File: src/rtl/regfile_write_arbiter.sv
// Arbitrates the single register-file write port between the writeback stage (A, priority)
// and a FIFO-buffered long-latency requester (B). Define REGARB_SCOREBOARD_EN to enable o_Hazard.
module regfile_write_arbiter #(
  parameter int DEPTH        = 4,
  parameter int STARVE_LIMIT = 8,
  parameter int ADDR_W       = 5,
  parameter int DATA_W       = 32
) (
  input  logic                       i_Clk,
  input  logic                       i_Rst,
  input  logic                       i_A_Valid,
  input  logic [ADDR_W-1:0]          i_A_Addr,
  input  logic [DATA_W-1:0]          i_A_Data,
  output logic                       o_A_Stall,
  input  logic                       i_B_Valid,
  output logic                       o_B_Ready,
  input  logic [ADDR_W-1:0]          i_B_Addr,
  input  logic [DATA_W-1:0]          i_B_Data,
  output logic                       o_RegWrite,
  output logic [ADDR_W-1:0]          o_WriteAddr,
  output logic [DATA_W-1:0]          o_WriteData,
  output logic [$clog2(DEPTH+1)-1:0] o_FifoCount,
  input  logic [ADDR_W-1:0]          i_RdAddr1,
  input  logic [ADDR_W-1:0]          i_RdAddr2,
  output logic                       o_Hazard
);
  localparam int PTR_W = $clog2(DEPTH);
  localparam int CNT_W = $clog2(DEPTH + 1);
  localparam int STV_W = $clog2(STARVE_LIMIT + 1);
  localparam logic [CNT_W-1:0] DEPTH_C = CNT_W'(DEPTH);
  localparam logic [STV_W-1:0] LIMIT_C = STV_W'(STARVE_LIMIT);
  localparam logic [ADDR_W-1:0] ADDR_ZERO = {ADDR_W{1'b0}};

  logic [ADDR_W-1:0] mem_addr_q [DEPTH];
  logic [ADDR_W-1:0] mem_addr_d [DEPTH];
  logic [DATA_W-1:0] mem_data_q [DEPTH];
  logic [DATA_W-1:0] mem_data_d [DEPTH];
  logic [PTR_W-1:0]  rd_ptr_q, rd_ptr_d;
  logic [PTR_W-1:0]  wr_ptr_q, wr_ptr_d;
  logic [CNT_W-1:0]  count_q, count_d;
  logic [STV_W-1:0]  starve_q, starve_d;
  logic              regwrite_q, regwrite_d;
  logic [ADDR_W-1:0] waddr_q, waddr_d;
  logic [DATA_W-1:0] wdata_q, wdata_d;

  logic a_req, fifo_empty, force_b, push, pop, a_stall;

  // Address 0 is the hardwired zero register, so writes to it are dropped at the source.
  assign a_req      = i_A_Valid && (i_A_Addr != ADDR_ZERO);
  assign fifo_empty = (count_q == {CNT_W{1'b0}});
  assign force_b    = (starve_q == LIMIT_C) && !fifo_empty;
  assign o_B_Ready  = (count_q < DEPTH_C);
  assign push       = i_B_Valid && o_B_Ready && (i_B_Addr != ADDR_ZERO);

  always_comb begin
    pop        = 1'b0;
    a_stall    = 1'b0;
    regwrite_d = 1'b0;
    waddr_d    = waddr_q;
    wdata_d    = wdata_q;
    if (force_b) begin
      pop        = 1'b1;
      a_stall    = a_req;
      regwrite_d = 1'b1;
      waddr_d    = mem_addr_q[rd_ptr_q];
      wdata_d    = mem_data_q[rd_ptr_q];
    end else if (a_req) begin
      regwrite_d = 1'b1;
      waddr_d    = i_A_Addr;
      wdata_d    = i_A_Data;
    end else if (!fifo_empty) begin
      pop        = 1'b1;
      regwrite_d = 1'b1;
      waddr_d    = mem_addr_q[rd_ptr_q];
      wdata_d    = mem_data_q[rd_ptr_q];
    end else begin
      regwrite_d = 1'b0;
    end
  end

  always_comb begin
    mem_addr_d = mem_addr_q;
    mem_data_d = mem_data_q;
    wr_ptr_d   = wr_ptr_q;
    rd_ptr_d   = rd_ptr_q;
    if (push) begin
      mem_addr_d[wr_ptr_q] = i_B_Addr;
      mem_data_d[wr_ptr_q] = i_B_Data;
      wr_ptr_d             = wr_ptr_q + PTR_W'(1);
    end else begin
      wr_ptr_d = wr_ptr_q;
    end
    if (pop) begin
      rd_ptr_d = rd_ptr_q + PTR_W'(1);
    end else begin
      rd_ptr_d = rd_ptr_q;
    end
    case ({push, pop})
      2'b10:   count_d = count_q + CNT_W'(1);
      2'b01:   count_d = count_q - CNT_W'(1);
      default: count_d = count_q;
    endcase
  end

  // Not empty and not popping means A won over a waiting B entry.
  always_comb begin
    if (pop || fifo_empty) begin
      starve_d = {STV_W{1'b0}};
    end else if (starve_q != LIMIT_C) begin
      starve_d = starve_q + STV_W'(1);
    end else begin
      starve_d = starve_q;
    end
  end

  always_ff @(posedge i_Clk) begin
    if (i_Rst) begin
      for (int i = 0; i < DEPTH; i++) begin
        mem_addr_q[i] <= {ADDR_W{1'b0}};
        mem_data_q[i] <= {DATA_W{1'b0}};
      end
      rd_ptr_q   <= {PTR_W{1'b0}};
      wr_ptr_q   <= {PTR_W{1'b0}};
      count_q    <= {CNT_W{1'b0}};
      starve_q   <= {STV_W{1'b0}};
      regwrite_q <= 1'b0;
      waddr_q    <= {ADDR_W{1'b0}};
      wdata_q    <= {DATA_W{1'b0}};
    end else begin
      mem_addr_q <= mem_addr_d;
      mem_data_q <= mem_data_d;
      rd_ptr_q   <= rd_ptr_d;
      wr_ptr_q   <= wr_ptr_d;
      count_q    <= count_d;
      starve_q   <= starve_d;
      regwrite_q <= regwrite_d;
      waddr_q    <= waddr_d;
      wdata_q    <= wdata_d;
    end
  end

  assign o_A_Stall   = a_stall;
  assign o_RegWrite  = regwrite_q;
  assign o_WriteAddr = waddr_q;
  assign o_WriteData = wdata_q;
  assign o_FifoCount = count_q;

`ifdef REGARB_SCOREBOARD_EN
  // Distance of a slot from the read pointer, modulo DEPTH.
  function automatic logic [PTR_W-1:0] slot_offset(input logic [PTR_W-1:0] slot,
                                                    input logic [PTR_W-1:0] head);
    return slot - head;
  endfunction

  function automatic logic addr_hit(input logic [ADDR_W-1:0] rd, input logic [ADDR_W-1:0] wr);
    return (rd != ADDR_ZERO) && (rd == wr);
  endfunction

  always_comb begin
    o_Hazard = 1'b0;
    for (int i = 0; i < DEPTH; i++) begin
      if (CNT_W'(slot_offset(PTR_W'(i), rd_ptr_q)) < count_q) begin
        if (addr_hit(i_RdAddr1, mem_addr_q[i]) || addr_hit(i_RdAddr2, mem_addr_q[i])) begin
          o_Hazard = 1'b1;
        end else begin
          o_Hazard = o_Hazard;
        end
      end else begin
        o_Hazard = o_Hazard;
      end
    end
    if (regwrite_q && (addr_hit(i_RdAddr1, waddr_q) || addr_hit(i_RdAddr2, waddr_q))) begin
      o_Hazard = 1'b1;
    end else begin
      o_Hazard = o_Hazard;
    end
  end
`else
  logic unused_rd_addr;
  assign unused_rd_addr = ^{i_RdAddr1, i_RdAddr2};
  assign o_Hazard       = 1'b0;
`endif

endmodule

File: config.mk
export PLATFORM = sky130hd
export DESIGN_NAME = regfile_write_arbiter
export DESIGN_NICKNAME = d
export VERILOG_FILES = /design/src/rtl/regfile_write_arbiter.sv
export SDC_FILE = /design/constraint.sdc
export NUM_CORES = 1
export LEC_CHECK = 0
export CORE_ASPECT_RATIO = 1.25
export CORE_UTILIZATION = 45
export DETAILED_ROUTE_END_ITERATION = 8
export PLACE_DENSITY = 0.7
export SYNTH_ARGS = -nofsm -noshare
export SYNTH_HDL_FRONTEND = slang
export SYNTH_SLANG_ARGS = --single-unit
export TNS_END_PERCENT = 1
File: constraint.sdc
create_clock -name i_Clk -period 3.52 [get_ports i_Clk]
set_input_delay 0.528 -clock i_Clk [delete_from_list [all_inputs] [get_ports i_Clk]]
set_output_delay 0.528 -clock i_Clk [all_outputs]
set_load 0.01 [all_outputs]
Word-level counts from Yosys, hierarchy flattened
Cells that the tools add are included.

Add/sub/neg operators: 5. Magnitude comparators: 4. Equal/unequal tests: 5. Mux-type cells: 25. Bitwise logic cells: 2. Reductions and logical operators: 12.

Operators by type and width (number): two-way mux 32 bit (6); bitwise mux 128 bit (1); binary-select mux 32 bit (select 2 bit) (1); demux 32 bit (select 2 bit) (1); two-way mux 5 bit (6); bitwise mux 20 bit (1); binary-select mux 5 bit (select 2 bit) (1); demux 5 bit (select 2 bit) (1); nonzero test 5 bit (2); greater-or-equal comparator 3 bit, second input constant (2); two-way mux 1 bit (6); NOT 2 -> 3 bit (2); one-hot mux 3 bit (2 select lines) (1); logical AND 1 bit (5); adder 2 x 1 -> 2 bit, second input constant (2); adder 4 x 1 -> 4 bit, second input constant (1); equality test 4 bit, second input constant (1); inequality test 4 bit, second input constant (1); adder 3 x 1 -> 3 bit, second input constant (1); zero test 3 bit (1); less-than comparator 3 x 1 -> 1 bit, second input constant (1); less-than comparator 3 bit, second input constant (1); inequality test 3 x 2 -> 1 bit, second input constant (1); subtractor 3 x 1 -> 3 bit, second input constant (1); other kinds (6) (6).

Register bits after elaboration: 197. Output and inout port bits: 44. Word-level logic and storage cells: 68.

Longest topological paths before layout
Depth in word-level cells: 7. Gate-level depth with buffers: 13. Depth with buffers taken out: 12.

Least setup slack after synthesis
Ideal clock, no wire load.

Kind: input to register. Start: in i_A_Addr[0]. End: reg count_q[2], in the netlist o_FifoCount[2]. Library setup time: 0.071 ns. Arrival: 2.896 ns. Data required time: 3.449 ns. Slack: 0.553 ns. Cell stages on the path: 11. Path buffers: 1. Cell sequence: or4_4 o211a_4 buf_6 or2_1 inv_1 ha_1 inv_1 fa_1 xor2_1 or3_1 a21oi_1.

Word-level cells in the longest chain between the ends: 6.

Ends and longest elaborated chain: start: declaration (line 12) `input logic [ADDR_W-1:0] i_A_Addr,`; nonzero test 5 bit * (line 49) `assign a_req = i_A_Valid && (i_A_Addr != ADDR_ZERO);`; logical AND 1 bit * (line 49); two-way mux 1 bit * (line 67) `end else if (a_req) begin`; two-way mux 1 bit * (line 61) `if (force_b) begin`; equality test 2 x 1 -> 1 bit / equality test 2 bit (equally long branches) (line 98) `case ({push, pop})`; one-hot mux 3 bit (2 select lines) / nonzero test 2 bit (equally long branches); end signal: assignment (line 124) `count_q <= {CNT_W{1'b0}};`; end signal: assignment (line 134) `count_q <= count_d;`; end: declaration (line 40) `logic [CNT_W-1:0] count_q, count_d;`.

Every way passes the cells marked *; elsewhere a longest branch is shown, timed or not. A chain may end at the register's enable or synchronous reset.

Worst setup path in the final report
Start: in i_A_Addr[0]. End: out o_A_Stall.

Word-level cells in the longest chain between the ends: 3.

Ends and longest elaborated chain: nonzero test 5 bit (line 49); logical AND 1 bit (line 49); two-way mux 1 bit (line 61); end: declaration (line 14) `output logic o_A_Stall,`.

Every way passes these cells.

==> flow_summary.yaml <==
detailed_routing:
  wl_per_cell_um: 17.4
  vias: 6246
  drt_pass1_iterations: 7
  drc: 0
  wirelength_um: 19600
  ant_nets: 0
  drt-vias-per-instance: 5.54
  drtIter0Drc: 360
critical_path:
  critPathCaptureType: "output pin"
  crit_start: "i_A_Addr[0]"
  worst_ep_required_time_ns: 2.99
  critPathSlowestCell: "or4_4"
  rr_endpoint: "o_FifoCount[2]$_SDFFE_PP0P_"
  critPathCapture: "o_A_Stall"
  worst-endpoint-arrival_ns: 2.46
  path_buf_inv: 2
  r2r_slack_ns: 0.95
  critical_path.max_fanout: 4
  critPathKind: "in -> out"
  cpMostUsedCell: "clkdlybuf4s50_1"
  reg2reg_depth: 12
  r2r-start: "starve_q[0]$_SDFFE_PP0N_"
  startpoint_type: "input port"
  path_cells: "clkdlybuf4s50_1 -> or4_4 -> o21a_2 -> and3_1 -> clkdlybuf4s50_1"
  cp_top_family: "buffers and inverters"
  cp.depth: 5
  cp_slowest_stage_delay_ns: 0.60
synth:
  synth_cells: 794
  synthFlopType: "dfxtp_1"
  synthAdderAreaFrac_pct: 1.27
  synthSimpleGateAreaFrac_pct: 13.2
  synthXorXnorAreaFrac_pct: 0.519
  synth_seq_cells: 197
  async_flop_share_pct: 0
  synth_top_family_by_area: "multiplexers"
  synth-compound-area-share_pct: 6.92
  synth_area_leader_cell: "dfxtp_1"
  synth_edf_count: 0
  yosys-top-cells-area: "dfxtp_1 47%, mux2i_1 16%, mux4_2 9.9%, nor2_1 6.5%, nor3_1 4.2%"
  yosysTopAreaCellShare_pct: 46.7
  yosysUniqueCellTypes: 40
  synth_warnings: 0
  syn-cell-area_um2: 8440
  seq_area_frac_synth_pct: 46.7
  synth.avg_cell_area_um2: 10.6
  syn_nets: 890
  synth.area.mux_share_pct: 26.1
die:
  core_um2: 18200
  ios: 132
  dieWidth_um: 125
  row_count: 55
  dieArea_um2: 19300
  start_util_pct: 46.3
  die_h_um: 155
timing:
  fin_ws_ns: 0.528
  slew_headroom_pct: 38.8
  tns_ns: 0
  fmax_mhz: 334
  setup-violations-final: 0
  skew_ns: 0.00790
  timing.final.crit_period_ns: 2.99
  rsz0062_at_grt: "false"
  slew_violations: 0
  hold_viol_final: 0
  worst_pin_slew_ns: 0.917
  finalCritPeriodShare_pct: 85.0
power_and_ir_drop:
  pwr-share-seq_pct: 40.5
  power_density_nw_per_um2: 658
  p_switching_mw: 2.14
  leakage_nw: 4.52
  pwr-share-clk_pct: 28.2
  p_sw_share_pct: 31.6
  power_frac_comb_pct: 31.3
  vdd_drop_max_mv: 0.491
  p_int_mw: 4.65
grt:
  overflow: 0
  grt_pass1_vias: 6045
  antenna_found_initial: 2
  track_usage_pct: 20.8
  grt_max_degree: 91
  grt_pass1_wl_um: 31900
placement:
  dp.cells: 1095
  gp_congestion: 0.751
  port_buffers: 120
  dp_slack_ns: 0.134
  dp_hpwl_um: 12200
clock_network:
  path_clk_slew_ns: 0.06
  insertion_delay_ns: 0.43
  cts_tree: "built"
  ctsHoldBuffers: 0
  post_cts_buffers: 0
  cts_root_buffer: "clkbuf_16"
  cts_max_level: 4
  clockBufferDepth: 2
  cts_resized: 0
  cts_made_buffers: 17
  cts_sinks: 197
run_status:
  status: "finished, final reports clean"
run:
  cap_violations: 0
min_path:
  hp-class: "reg -> reg"
  min_delay_path_depth: 2
finish:
  fin_nets: 982
  fillers: 1565
  drive_gt1_share_pct: 11.1
  areaGrowthSynthToFinish_pct: 22.3
  layout.cells.non_filler: 1127
==> cell families after synthesis <==
logic type      Yosys count
other cells               1
compound gates           74
flops                   197
fa+ha+maj                 8
mux                     174
xor+xnor                  5
buf+inv                  79
simple gates            256
==> power by group through the flow <==
stage,logic (mW),registers (mW),clock network [mW]
3_3_place_gp,2.10,2.80,0
2_1_floorplan,1.38,2.77,0
5_1_grt,2.30,2.80,2.05
4_1_cts,2.14,2.76,1.96
6_report,2.12,2.75,1.92
3_5_place_dp,2.13,2.80,0
==> through the flow <==
stage               utilization (%)  power [mW]  cell area (µm²)  hold WS, ns
CTS                            56.6        6.86            10300        0.456
global placement               53.4        4.90             9750        0.441
finish                         56.6        6.79            10300        0.455
global route                   56.6        7.14            10300        0.479
floorplan                         -        4.14             8440        0.430
detailed placement             53.4        4.93             9750        0.446
==> synth_stat cells, types with 3 or more instances <==
library cell	number
xor2_1	3
nand3_1	14
mux2i_1	137
o211ai_1	4
dfxtp_1	197
buf_6	14
nand2_1	13
inv_1	10
a21oi_1	18
buf_4	8
clkbuf_1	40
mux4_2	37
nor2_1	146
nor3_1	71
o21ai_0	3
ha_1	7
buf_2	5
o32ai_1	35
==> registers in the layout (all words and copies together), names as in the netlist <==
name / count
mem_addr_q: 20
mem_data_q: 128
o_FifoCount: 3
o_RegWrite: 1
o_WriteAddr: 5
o_WriteData: 32
rd_ptr_q: 2
starve_q: 4
wr_ptr_q: 2
==> metal layers <==
metal	share of wire [%]	vias to the layer above	track usage, %
li1	-	3031	-
met1	45	3024	27.2
met2	49	171	34.6
met3	4.1	18	3.54
met4	1.3	2	7.69
met5	0.066	-	0
==> worst min path at each step <==
stage,slack [ns],endpoint,start
global placement,0.44,mem_addr_q[14]$_SDFFE_PP0P_,mem_addr_q[14]$_SDFFE_PP0P_
detailed placement,0.45,mem_addr_q[2]$_SDFFE_PP0P_,mem_addr_q[2]$_SDFFE_PP0P_
floorplan,0.43,starve_q[0]$_SDFFE_PP0N_,starve_q[0]$_SDFFE_PP0N_
global route,0.48,mem_addr_q[17]$_SDFFE_PP0P_,mem_addr_q[17]$_SDFFE_PP0P_
finish,0.45,mem_addr_q[3]$_SDFFE_PP0P_,mem_addr_q[3]$_SDFFE_PP0P_
CTS,0.46,mem_addr_q[2]$_SDFFE_PP0P_,mem_addr_q[2]$_SDFFE_PP0P_
==> worst reg2reg max path, delay by kind of cell, from the launching register on <==
family / cells / cell delay [ns]
AO/OA/AOI/OAI: 2 / 0.38
AND/OR/NAND/NOR: 3 / 0.75
adder cells (fa/ha/maj): 3 / 0.69
XOR/XNOR: 1 / 0.15
flip-flops: 1 / 0.34
buffers and inverters: 3 / 0.19
==> layout by cell type, fill, tap and decap left out, drive strengths merged, types with 3 or more instances in the layout <==
cell type        n
inv             10
a21oi           18
o211ai           4
xor2             3
dfxtp          197
nor3            72
ha               7
buf             23
o21ai            3
clkinv           3
clkbuf          24
mux4            37
or4              3
o32ai           35
nand3           14
clkdlybuf4s50  119
mux2i          137
nor2           146
nand2           13
==> layout make-up <==
cell class	instances	area [µm²]	share of cell area, %
Clock inverter	7	97.6	0.945
Inverter	10	37.5	0.363
Tap cell	228	285	2.76
Multi-Input combinational cell	518	4080	39.5
Sequential cell	197	3950	38.2
Clock buffer	24	482	4.66
Antenna cell	1	2.50	0.0242
Timing Repair Buffer	142	1390	13.5
(Power assumes the default switching activity.)
